[src/rtl/mem_access_ctrl_pkg.sv]
// Shared definitions for the data-memory access path: size encodings, FSM states
// and the expected byte-enable mask also used by the BE-stage checker.
package mem_access_ctrl_pkg;

   localparam logic [1:0] SZ_WORD = 2'b00;
   localparam logic [1:0] SZ_HALF = 2'b01;
   localparam logic [1:0] SZ_BYTE = 2'b10;
   localparam logic [1:0] SZ_ILL  = 2'b11;

   typedef enum logic [1:0] {
      ST_IDLE = 2'd0,
      ST_BUSY = 2'd1,
      ST_RESP = 2'd2,
      ST_ERR  = 2'd3
   } state_e;

   // Mask the BE stage must have produced for this size/offset; 0 for an illegal size.
   function automatic logic [3:0] expected_be(input logic [1:0] size, input logic [1:0] off);
      logic [3:0] mask;
      mask = 4'b0000;
      case (size)
         SZ_WORD: mask = 4'b1111;
         SZ_HALF: mask = off[1] ? 4'b1100 : 4'b0011;
         SZ_BYTE: mask = 4'b0001 << off;
         default: mask = 4'b0000;
      endcase
      return mask;
   endfunction

endpackage

[src/rtl/mem_access_ctrl_ld_format.sv]
// Load formatting: picks the byte/half lane out of the bus word and
// sign- or zero-extends it to 32 bits. Words pass through unchanged.
module ld_format
   import mem_access_ctrl_pkg::*;
(
   input  logic [31:0] mem_rdata,
   input  logic [1:0]  addr_lo,
   input  logic [1:0]  st_signal,
   input  logic        ld_sign,
   output logic [31:0] ld_data
);

   logic [7:0]  byte_sel;
   logic [15:0] half_sel;

   always_comb begin
      case (addr_lo)
         2'd0:    byte_sel = mem_rdata[7:0];
         2'd1:    byte_sel = mem_rdata[15:8];
         2'd2:    byte_sel = mem_rdata[23:16];
         default: byte_sel = mem_rdata[31:24];
      endcase
      half_sel = addr_lo[1] ? mem_rdata[31:16] : mem_rdata[15:0];
      case (st_signal)
         SZ_HALF: ld_data = {{16{ld_sign & half_sel[15]}}, half_sel};
         SZ_BYTE: ld_data = {{24{ld_sign & byte_sel[7]}}, byte_sel};
         default: ld_data = mem_rdata;
      endcase
   end

endmodule

[src/rtl/mem_access_ctrl.sv]
// MEM-stage data-memory access controller: legality check, store lane alignment,
// req/ack bus transaction with timeout, and formatted load return.
module mem_access_ctrl
   import mem_access_ctrl_pkg::*;
#(
   parameter int unsigned TIMEOUT = 255
) (
   input  logic        clk,
   input  logic        rst_n,
   input  logic        req,
   input  logic        we,
   input  logic [1:0]  st_signal,
   input  logic        ld_sign,
   input  logic [31:0] addr,
   input  logic [31:0] wdata,
   input  logic [3:0]  be,
   output logic        stall,
   output logic [31:0] rdata,
   output logic        done,
   output logic        misalign,
   output logic        bus_err,
   output logic        mem_req,
   output logic        mem_we,
   output logic [29:0] mem_addr,
   output logic [3:0]  mem_be,
   output logic [31:0] mem_wdata,
   input  logic        mem_ack,
   input  logic [31:0] mem_rdata
);

   localparam logic [8:0] TIMEOUT_LIM = 9'(TIMEOUT);

   state_e      state_reg, state_next;
   logic [7:0]  cnt_reg, cnt_next;
   logic        err_bus_reg, err_bus_next;
   logic [1:0]  size_reg;
   logic [1:0]  off_reg;
   logic        sign_reg;
   logic        mem_we_reg;
   logic [29:0] mem_addr_reg;
   logic [3:0]  mem_be_reg;
   logic [31:0] mem_wdata_reg;
   logic [31:0] rdata_reg;

   logic        aligned;
   logic        legal;
   logic        accept;
   logic        ack_take;
   logic [31:0] wdata_aligned;
   logic [31:0] ld_data;

   // Request legality and store lane replication, evaluated against the live request.
   always_comb begin
      case (st_signal)
         SZ_WORD: aligned = (addr[1:0] == 2'b00);
         SZ_HALF: aligned = ~addr[0];
         SZ_BYTE: aligned = 1'b1;
         default: aligned = 1'b0;
      endcase
      legal = aligned && (be == expected_be(st_signal, addr[1:0]));
      case (st_signal)
         SZ_HALF: wdata_aligned = {wdata[15:0], wdata[15:0]};
         SZ_BYTE: wdata_aligned = {4{wdata[7:0]}};
         default: wdata_aligned = wdata;
      endcase
   end

   always_comb begin
      state_next   = state_reg;
      cnt_next     = cnt_reg;
      err_bus_next = err_bus_reg;
      accept       = 1'b0;
      ack_take     = 1'b0;
      case (state_reg)
         ST_IDLE: begin
            if (req) begin
               if (legal) begin
                  accept     = 1'b1;
                  cnt_next   = 8'd0;
                  state_next = ST_BUSY;
               end else begin
                  err_bus_next = 1'b0;
                  state_next   = ST_ERR;
               end
            end
         end
         ST_BUSY: begin
            // An ack on the timeout edge still completes the access.
            if (mem_ack) begin
               ack_take   = 1'b1;
               state_next = ST_RESP;
            end else if (({1'b0, cnt_reg} + 9'd1) == TIMEOUT_LIM) begin
               err_bus_next = 1'b1;
               state_next   = ST_ERR;
            end else begin
               cnt_next = cnt_reg + 8'd1;
            end
         end
         default: state_next = ST_IDLE;
      endcase
   end

   always_ff @(posedge clk or negedge rst_n) begin
      if (!rst_n) begin
         state_reg     <= ST_IDLE;
         cnt_reg       <= 8'd0;
         err_bus_reg   <= 1'b0;
         size_reg      <= SZ_WORD;
         off_reg       <= 2'b00;
         sign_reg      <= 1'b0;
         mem_we_reg    <= 1'b0;
         mem_addr_reg  <= 30'd0;
         mem_be_reg    <= 4'd0;
         mem_wdata_reg <= 32'd0;
         rdata_reg     <= 32'd0;
      end else begin
         state_reg   <= state_next;
         cnt_reg     <= cnt_next;
         err_bus_reg <= err_bus_next;
         if (accept) begin
            size_reg      <= st_signal;
            off_reg       <= addr[1:0];
            sign_reg      <= ld_sign;
            mem_we_reg    <= we;
            mem_addr_reg  <= addr[31:2];
            mem_be_reg    <= be;
            mem_wdata_reg <= wdata_aligned;
         end
         if (ack_take) begin
            rdata_reg <= mem_we_reg ? 32'd0 : ld_data;
         end
      end
   end

   ld_format u_ld_format (
      .mem_rdata (mem_rdata),
      .addr_lo   (off_reg),
      .st_signal (size_reg),
      .ld_sign   (sign_reg),
      .ld_data   (ld_data)
   );

   assign stall     = ((state_reg == ST_IDLE) && req) || (state_reg == ST_BUSY);
   assign done      = (state_reg == ST_RESP);
   assign misalign  = (state_reg == ST_ERR) && !err_bus_reg;
   assign bus_err   = (state_reg == ST_ERR) && err_bus_reg;
   assign mem_req   = (state_reg == ST_BUSY);
   assign mem_we    = mem_we_reg;
   assign mem_addr  = mem_addr_reg;
   assign mem_be    = mem_be_reg;
   assign mem_wdata = mem_wdata_reg;
   assign rdata     = rdata_reg;

endmodule

[config.mk]
export PLATFORM = sky130hd
export DESIGN_NAME = mem_access_ctrl
export DESIGN_NICKNAME = d
export VERILOG_FILES = /design/src/rtl/mem_access_ctrl_pkg.sv /design/src/rtl/mem_access_ctrl_ld_format.sv /design/src/rtl/mem_access_ctrl.sv
export SDC_FILE = /design/constraint.sdc
export NUM_CORES = 1
export LEC_CHECK = 0
export ABC_CLOCK_PERIOD_IN_PS = 2800
export BUFFER_PORTS_ARGS = -buffer_cell sky130_fd_sc_hd__buf_2
export CAP_MARGIN = 20
export CORE_MARGIN = 3
export CORE_UTILIZATION = 50
export DETAILED_ROUTE_END_ITERATION = 7
export GPL_ROUTABILITY_DRIVEN = 0
export PLACE_DENSITY = 0.79
export SLEW_MARGIN = 0
export SYNTH_ARGS = -nofsm -noshare
export SYNTH_HDL_FRONTEND = slang
export SYNTH_HIERARCHICAL = 1
export SYNTH_SLANG_ARGS = --single-unit
[constraint.sdc]
create_clock -name clk -period 2.8 [get_ports clk]
set_clock_uncertainty 0.05 [all_clocks]
set_input_delay 0.28 -clock clk [delete_from_list [all_inputs] [get_ports clk]]
set_output_delay 0.28 -clock clk [all_outputs]
set_load 0.02 [all_outputs]
Word-level counts from Yosys, hierarchy flattened
Index checks and enable logic that the tools add are counted.
{ "totals": {"elab_cells": 77, "register_bits": 115, "in_bits": 108, "out_inout_bits": 104} }
{ "classes": {"shift": 1, "addsub": 2, "bitwise_logic": 3, "n_mux": 28, "n_eq_ne": 18, "n_reduce_logical": 14} }
{ "ops": {"columns": ["cell", "count"], "rows": [
  ["$pmux 32 s2", 2],
  ["$mux 32", 1],
  ["$mux 8", 4],
  ["$pmux 8 s3", 1],
  ["$mux 16", 1],
  ["$pmux 8 s2", 1],
  ["$pmux 4 s3", 1],
  ["$eq 2x2->1 const B", 5],
  ["$ne 2x2->1 const B", 5],
  ["$reduce_and 5->1", 2],
  ["$add 8x1->9 const B", 1],
  ["$eq 9x8->1 const B", 1],
  ["$mux 1", 9],
  ["$add 8x1->8 const B", 1],
  ["$eq 2x1->1 const B", 4],
  ["$logic_not 2->1", 4],
  ["$mux 2", 4],
  ["$eq 4x4->1", 1],
  ["$logic_and 1x1->1", 4],
  ["$mux 4", 1],
  ["$pmux 2 s2", 1],
  ["$shl 1x2->4 const A", 1],
  ["$ne 3x1->1 const B", 1],
  ["$pmux 1 s3", 1],
  ["other kinds (8)", 9]
]} }

Longest topological paths before layout
Gate-level depths: netlist (run 1).
{ "depth": {"depth_word": 7, "ltp_mapped": 11, "depth_no_buf": 8} }

Hierarchy
The synthesis (run 1) kept the hierarchy.
{ "modules_own_cells": {"columns": ["module", "n_inst", "cells_each", "area_each_um2"], "rows": [
  ["mem_access_ctrl", 1, 488, 5375.2],
  ["ld_format", 1, 111, 730.7]
]} }

Worst setup path before layout (run 1)
No wires, ideal clock.
{ "synth_path": {"kind": "input port to flip-flop", "startpoint": "input st_signal[0]", "endpoint": "register mem_addr_reg[10] (netlist: mem_addr[10])", "arrival_time_ns": 2.168, "setup_slack_ns": 0.457, "required_ns": 2.625, "cell_stages": 8, "cell_sequence": "inv_1 ha_1 nand4b_1 or4_1 a31oi_1 o2111ai_4 buf_6 mux2_4"} }
{ "synth_via": {"elab_chain_cells": 7, "word_cells_on_any_way": 10, "classes_between": "eq/ne: 3; mux: 5; reduce/logical: 2"} }
{ "synth_rtl": {"columns": ["element", "line", "source"], "rows": [
  ["start, declared", "mem_access_ctrl.sv:12", "input logic [1:0] st_signal,"],
  ["$eq 2x2->1 (tied with other cells)", "mem_access_ctrl_pkg.sv:21, mem_access_ctrl.sv:54", null],
  ["$pmux 4 s3", "mem_access_ctrl_pkg.sv:21", "case (size)"],
  ["$eq 4x4->1", "mem_access_ctrl.sv:60", "legal = aligned && (be == expected_be(st_signal, addr[1:0]));"],
  ["$logic_and 1x1->1 *", "mem_access_ctrl.sv:60", null],
  ["$mux 1 *", "mem_access_ctrl.sv:77", "if (legal) begin"],
  ["$mux 1 *", "mem_access_ctrl.sv:76", "if (req) begin"],
  ["$mux 1 *", "mem_access_ctrl.sv:74", "case (state_reg)"],
  ["end signal, assigned", "mem_access_ctrl.sv:125", "mem_addr_reg <= addr[31:2];"],
  ["end, declared", "mem_access_ctrl.sv:40", "logic [29:0] mem_addr_reg;"]
]} }
Every way passes the cells marked *; elsewhere a longest branch is shown, timed or not.
A chain may end at the register's enable or synchronous reset.

Worst setup path in the final report (run 1)
{ "layout_path": {"startpoint": "register cnt_reg[0]", "endpoint": "register cnt_reg[4]"} }
{ "layout_via": {"elab_chain_cells": 4, "word_cells_on_any_way": 8, "classes_between": "add/sub: 2; eq/ne: 2; mux: 3; reduce/logical: 1"} }
{ "layout_rtl": {"columns": ["element", "line", "source"], "rows": [
  ["start, declared", "mem_access_ctrl.sv:34", "logic [7:0] cnt_reg, cnt_next;"],
  ["start signal, assigned", "mem_access_ctrl.sv:118", "cnt_reg <= cnt_next;"],
  ["$add 8x1->9 / $add 8x1->8 (equally long branches)", "mem_access_ctrl.sv:92, mem_access_ctrl.sv:96", null],
  ["$eq 9x8->1 / $mux 8 (equally long branches)", "mem_access_ctrl.sv:92", "end else if (({1'b0, cnt_reg} + 9'd1) == TIMEOUT_LIM) begin"],
  ["$ne 2x2->1 (no source line) / $mux 8 (equally long branches)", null, null],
  ["$reduce_and 5->1 (no source line) / $pmux 8 s2 (equally long branches)", null, null]
]} }
Several ways; a longest one is shown, not always the timed one. The select of a mux whose other input is x is not followed.

==> results of run 1 <==
-- stage by stage --
| step | area, um2 | hold WS, ps | utilization |
|---|---|---|---|
| 2_1_floorplan | 6110 | -65.6 | - |
| 3_3_place_gp | 7240 | 335 | 0.621 |
| 3_5_place_dp | 7240 | 351 | 0.621 |
| 4_1_cts | 7820 | 31.4 | 0.671 |
| 5_1_grt | 7820 | 27.1 | 0.671 |
| 6_report | 7820 | 47.0 | 0.671 |
-- final cells by class --
cell class | instances | area (um2) | share of cell area
well taps | 143 | 179 | 0.0229
inverters | 11 | 41.3 | 0.00528
flip-flops and latches | 115 | 2880 | 0.368
clock buffers | 25 | 495 | 0.0633
repair buffers | 226 | 1190 | 0.152
multi-input cells | 434 | 2970 | 0.379
diodes | 1 | 2.50 | 0.000320
clock inverters | 5 | 75.1 | 0.00960
-- per-layer routing --
| metal | routed length (um) | GRT usage | up-vias |
|---|---|---|---|
| met3 | 1090 | 0.0648 | 21 |
| met1 | 6850 | 0.309 | 2502 |
| met4 | 205 | 0.0704 | 0 |
| li1 | - | - | 2487 |
| met5 | 0 | 0 | - |
| met2 | 7870 | 0.392 | 214 |
-- critical path, stage by stage, from the launching register on --
cell and delay [ps]:
dfrtp_1 420, ha_1 250, nand3_1 150, or2_2 320
a221oi_1 440, a211o_1 360, and2_1 300, a21o_1 160
-- worst paths after layout --
kind	endpoint	slack [ps]	cells after the start
setup / recovery	cnt_reg[4]	290	7
hold / removal	mem_addr[17]	50	2
setup reg to reg	cnt_reg[4]	290	7
hold reg to reg	rdata[27]	420	2
max in group asynchronous	rdata[15]	1400	3
min in group asynchronous	mem_addr[27]	430	2
-- logic make-up after synthesis --
family | count (synthesis)
adder cells (fa/ha/maj) | 8
AO/OA/AOI/OAI | 175
AND/OR/NAND/NOR | 191
multiplexers | 56
flip-flops | 115
buffers and inverters | 50
XOR/XNOR | 4
-- cells in the final DEF, fill, tap and decap left out, types with 2 or more instances in the layout --
cell       synthesis  final
a21oi_2           11     11
nand2b_1          40     40
dfrtp_1          115    115
a21o_1             5      5
clkbuf_16          0     17
or3_1              2      2
o21ai_1           20     20
o21bai_1           3      3
mux2i_1            2      2
a2bb2oi_1          2      2
mux2_4            47     47
and3_1             2      2
xor2_1             2      2
clkbuf_8           0      4
nand2_1           96     96
nor2_1            13     13
nor3_1             2      2
clkbuf_1          23      4
o211ai_1           2      2
a21oi_1           36     36
o21ai_0           60     60
bufinv_16          0      2
a211o_1            2      2
mux2_2             7      7
inv_1             11     11
o2bb2ai_1         10     10
buf_4              0     14
nand3_1            5      5
ha_1               8      8
and2_1             4      4
xnor2_1            2      2
buf_2              5    210
nor2b_1           21     21
clkinv_2           0      3
a22oi_1           15     15
-- repair_timing --
item,4_1_cts,5_1_grt
setup endpoints to repair,0,0
hold endpoints to repair,56,0
hold buffers,1,0
-- power by group through the flow --
stage | clock (W) | sequential (W) | combinational [W]
after floorplan | 0 | 0.00305 | 0.00149
after global placement | 0 | 0.00257 | 0.00281
after detailed placement | 0 | 0.00258 | 0.00290
after CTS | 0.00213 | 0.00258 | 0.00290
after global routing | 0.00221 | 0.00265 | 0.00317
final | 0.00210 | 0.00258 | 0.00289
==> results.py, run 1 <==
metrics = {
    "synth": {
        "synth_top_family_by_area": "compound AO/OA/AOI/OAI gates",
        "synth-seq-area-share": 0.471,
        "synth-edff-count": 0,
        "syn_area_um2": 6110,
        "ys_async_sr_fraction": 1.00,
        "synth-simple-area-share": 0.153,
        "synth-compound-area-share": 0.178,
        "yosysTopAreaCell": "dfrtp_1",
        "synth_fp_nets": 715,
        "synth_xor_area_frac": 0.00574,
        "netlist_top_cells_area": "dfrtp_1 (47%), mux2_4 (12%), nand2_1 (5.9%), o21ai_0 (4.9%), nand2b_1 (4.1%)",
        "synth_flop_cell": "dfrtp_1",
        "synthCells": 599,
        "netlist.area_leader.share": 0.471,
        "synth_seq_cells": 115,
        "yosys_warnings": 6,
        "synthTopCellsByCount": "dfrtp_1 (115), nand2_1 (96), o21ai_0 (60)",
        "ys_types": 47,
        "yosys.area_share.adder": 0.0164,
        "avgSynthCellArea_um2": 10.2,
        "synth_most_common_cell": "dfrtp_1",
        "muxShareOfSynthArea": 0.132,
    },
    "worst_setup_path": {
        "cp.required_ps": 3100,
        "path_class": "reg -> reg",
        "critPathLaunchType": "flop",
        "r2r-start": "cnt_reg[0]",
        "crit_path_start": "cnt_reg[0]",
        "cp-end-kind": "flop",
        "arrival_ps": 2810,
        "cp_max_fo": 8,
    },
    "placed_design": {
        "dp_cells": 928,
        "dpl_worst_slack_ps": 60.4,
        "portBuffers": 211,
        "dp_hpwl_um": 11800,
    },
    "cells_and_area": {
        "num-fill-cells": 926,
        "synthToLayoutAreaGrowth_pct": 28.1,
        "num-nets-final": 921,
        "fin_cells": 960,
        "layout-drive-gt1-share": 0.395,
    },
    "power_and_ir_drop": {
        "vdd_drop_max_uv": 416,
        "power.leakage_nw": 4.16,
        "p_int_w": 0.00476,
        "total_power_w": 0.00757,
        "pwr-share-seq": 0.341,
        "powerDensity_nw_per_um2": 967,
        "power_frac_comb": 0.381,
        "switchingPower_w": 0.00281,
        "clockPowerShare": 0.277,
        "switching_share": 0.371,
    },
    "sta": {
        "rsz0062_at_grt": "no",
        "setup_viol": 0,
        "worst_pin_slew_ps": 828,
        "setup_tns_ps": 0,
        "layout_setup_ws_ps": 289,
        "slew_headroom": 0.448,
        "drv_slew": 0,
        "fmax_mhz": 398,
        "period_needed_ps": 2510,
        "period_share": 0.897,
        "finalHoldViolations": 0,
    },
    "floorplanning": {
        "die_area_um2": 13600,
        "num_io_pins": 212,
        "row_count": 39,
        "core_area_um2": 11700,
        "die_x_um": 117,
        "die_h_um": 117,
        "start_util": 0.524,
    },
    "route": {
        "wl_um": 16000,
        "drtIter0Drc": 453,
        "drc_errors": 0,
        "drtAntennaViolNets": 0,
        "post_drt_via_cell_ratio": 5.44,
        "first_pass_iters": 5,
        "num_vias": 5224,
        "routedWlPerCell_um": 16.7,
    },
    "clocking": {
        "clock_latency_ps": 410,
        "htreeDepth": 4,
        "tritoncts": "built",
        "cts_root_buffer": "clkbuf_16",
        "cts_buffers": 17,
        "cts_sinks": 115,
        "post-cts-setup-buffers": 0,
        "cts-resized-gates": 0,
        "clockBufferDepth": 2,
        "path_clk_slew_ps": 50,
    },
    "global_route": {
        "first_global_vias": 5055,
        "gr-total-overflow": 0,
        "grt_pass1_wl_um": 25100,
        "antenna_found_initial": 1,
        "grt_max_degree": 70,
        "grtUsageTotal": 0.238,
    },
    "run": {
        "max_cap_viol_count": 0,
    },
    "run_status": {
        "status": "finished, final reports clean",
    },
    "hold_path": {
        "hp-start": "addr[19]",
        "hold_path_class": "in -> reg",
    },
}
Note: power is estimated with default switching activity, not from simulation.
==> run 2: changes to the inputs <==
--- a/config.mk
+++ b/config.mk
@@ -8,11 +8,13 @@
 export ABC_CLOCK_PERIOD_IN_PS = 2800
 export BUFFER_PORTS_ARGS = -buffer_cell sky130_fd_sc_hd__buf_2
 export CAP_MARGIN = 20
+export CELL_PAD_IN_SITES_DETAIL_PLACEMENT = 1
+export CELL_PAD_IN_SITES_GLOBAL_PLACEMENT = 1
 export CORE_MARGIN = 3
-export CORE_UTILIZATION = 50
+export CORE_UTILIZATION = 38
 export DETAILED_ROUTE_END_ITERATION = 7
 export GPL_ROUTABILITY_DRIVEN = 0
-export PLACE_DENSITY = 0.79
+export PLACE_DENSITY = 0.8
 export SLEW_MARGIN = 0
 export SYNTH_ARGS = -nofsm -noshare
 export SYNTH_HDL_FRONTEND = slang
==> run 2 against run 1 <==
Net effect:
- wire length is 17% higher
- total power up 2.5%
- combinational power increased by 2%
- maximum frequency fell by 1.1%
- cell count up 7.1%
- flip-flop and latch count is the same
- sequential power barely moved
==> results.py, run 2 (synthesis results as in run 1) <==
metrics = {
    "route": {
        "drtAntennaViolNets": 0,
        "wl_um": 18700,
        "first_pass_iters": 4,
        "drtIter0Drc": 240,
        "post_drt_via_cell_ratio": 5.14,
        "routedWlPerCell_um": 18.2,
        "drc_errors": 0,
        "num_vias": 5286,
    },
    "clocking": {
        "path_clk_slew_ps": 50,
        "cts_sinks": 115,
        "cts_root_buffer": "clkbuf_16",
        "cts_buffers": 17,
        "htreeDepth": 4,
        "clock_latency_ps": 410,
        "post-cts-setup-buffers": 0,
        "tritoncts": "built",
        "clockBufferDepth": 2,
    },
    "global_route": {
        "grtUsageTotal": 0.215,
        "first_global_vias": 5829,
        "grt_pass1_wl_um": 30500,
        "gr-total-overflow": 0,
        "antenna_found_initial": 0,
        "grt_max_degree": 75,
    },
    "hold_path": {
        "hold_path_class": "in -> reg",
    },
    "worst_setup_path": {
        "path_class": "reg -> reg",
        "arrival_ps": 2820,
        "cp_max_fo": 8,
        "cp.required_ps": 3080,
        "cp-end-kind": "flop",
        "critPathLaunchType": "flop",
        "crit_buf_inv": 0,
        "crit_chain": "ha_1 -> nand3_1 -> or2_2 -> a221oi_1 -> a211o_2 -> and2_1 -> o2bb2ai_1",
        "cp_slowest_cell": "a221oi_1",
        "cpPeakStageDelay_ps": 510,
        "critPathTopFamily": "compound AO/OA/AOI/OAI gates",
    },
    "cells_and_area": {
        "final_common_cell": "buf_2",
        "num-nets-final": 920,
        "final_cell_mix": "buf_2 (210), dfrtp_1 (115), nand2_1 (95)",
        "synthToLayoutAreaGrowth_pct": 30.1,
        "antenna_cells": 0,
        "fin_cells": 1028,
        "layout-drive-gt1-share": 0.397,
    },
    "sta": {
        "period_share": 0.907,
        "finalHoldViolations": 0,
        "period_needed_ps": 2540,
        "setup_viol": 0,
        "setup_tns_ps": 0,
        "fmax_mhz": 394,
        "worst_pin_slew_ps": 883,
        "drv_slew": 0,
        "rsz0062_at_grt": "no",
        "slew_headroom": 0.411,
    },
    "placed_design": {
        "dp_hpwl_um": 13900,
        "portBuffers": 211,
        "dp_cells": 994,
    },
    "floorplanning": {
        "num_io_pins": 212,
        "core_area_um2": 15500,
        "die_h_um": 133,
        "die_x_um": 133,
        "row_count": 45,
        "start_util": 0.394,
        "die_area_um2": 17600,
    },
    "power_and_ir_drop": {
        "power.leakage_nw": 4.15,
        "vdd_drop_max_uv": 453,
        "powerDensity_nw_per_um2": 976,
    },
    "run": {
        "max_cap_viol_count": 0,
    },
    "run_status": {
        "status": "finished, final reports clean",
    },
}
## run 2: cell types whose count changed in the layout (fill, tap and decap cells not counted), sizes merged
| cell | previous run | this run |
|---|---|---|
| clkinvlp | 0 | 4 |
| clkbuf | 25 | 23 |
| buf | 225 | 224 |
| bufinv | 2 | 3 |
| clkinv | 3 | 2 |
| diode | 1 | 0 |
## run 2: stage by stage
| stage | area [um2] | hold slack (ps) | total power [W] | worst slack (ps) | utilization |
|---|---|---|---|---|---|
| 2_1_floorplan | 6110 | -65.6 | 0.00454 | 457 | - |
| 3_3_place_gp | 7330 | 281 | 0.00543 | 188 | 0.473 |
| 3_5_place_dp | 7330 | 292 | 0.00557 | 44.7 | 0.473 |
| 4_1_cts | 7920 | 29.4 | 0.00782 | 203 | 0.512 |
| 5_1_grt | 7950 | 21.1 | 0.00827 | 89.0 | 0.513 |
| 6_report | 7950 | 44.8 | 0.00776 | 261 | 0.513 |
## run 2: power breakdown
| part | leakage [nW] | switching, W | internal (W) | total [W] |
|---|---|---|---|---|
| sequential | 1.52 | 0.000417 | 0.00219 | 0.00261 |
| clock | 0.273 | 0.000769 | 0.00142 | 0.00219 |
| combinational | 2.36 | 0.00177 | 0.00119 | 0.00296 |
| total | 4.15 | 0.00295 | 0.00480 | 0.00776 |
## run 2: final timing paths
check                               from            end  slack, ps  cells after the start
setup / recovery              cnt_reg[1]     cnt_reg[1]        260                      7
hold / removal                  addr[16]   mem_addr[14]         40                      2
setup reg to reg              cnt_reg[1]     cnt_reg[1]        260                      7
hold reg to reg            mem_wdata[24]  mem_wdata[24]        430                      2
max in group asynchronous          rst_n   mem_addr[28]       1550                      3
min in group asynchronous          rst_n   mem_addr[29]        410                      2
## run 2: final cells by class
class	count	area [um2]
sequential	115	2880
multi-input combinational	434	2970
clock buffer	23	458
tap	211	264
timing repair buffer	225	1200
clock inverter	9	130
fill	1798	7540
inverter	11	41.3
## run 2: layer usage
layer / wire length [um] / track usage / up-vias
met5: 0 / 0 / -
met4: 392 / 0.0658 / 0
met3: 1150 / 0.0688 / 34
met2: 9560 / 0.371 / 171
met1: 7640 / 0.257 / 2596
li1: - / - / 2485
## run 2: what timing repair did
item / CTS / global route
resized for setup: 0 / 1
endpoints found under the hold margin: 44 / 0
hold buffers: 1 / 0
endpoints found under the setup margin: 0 / 1
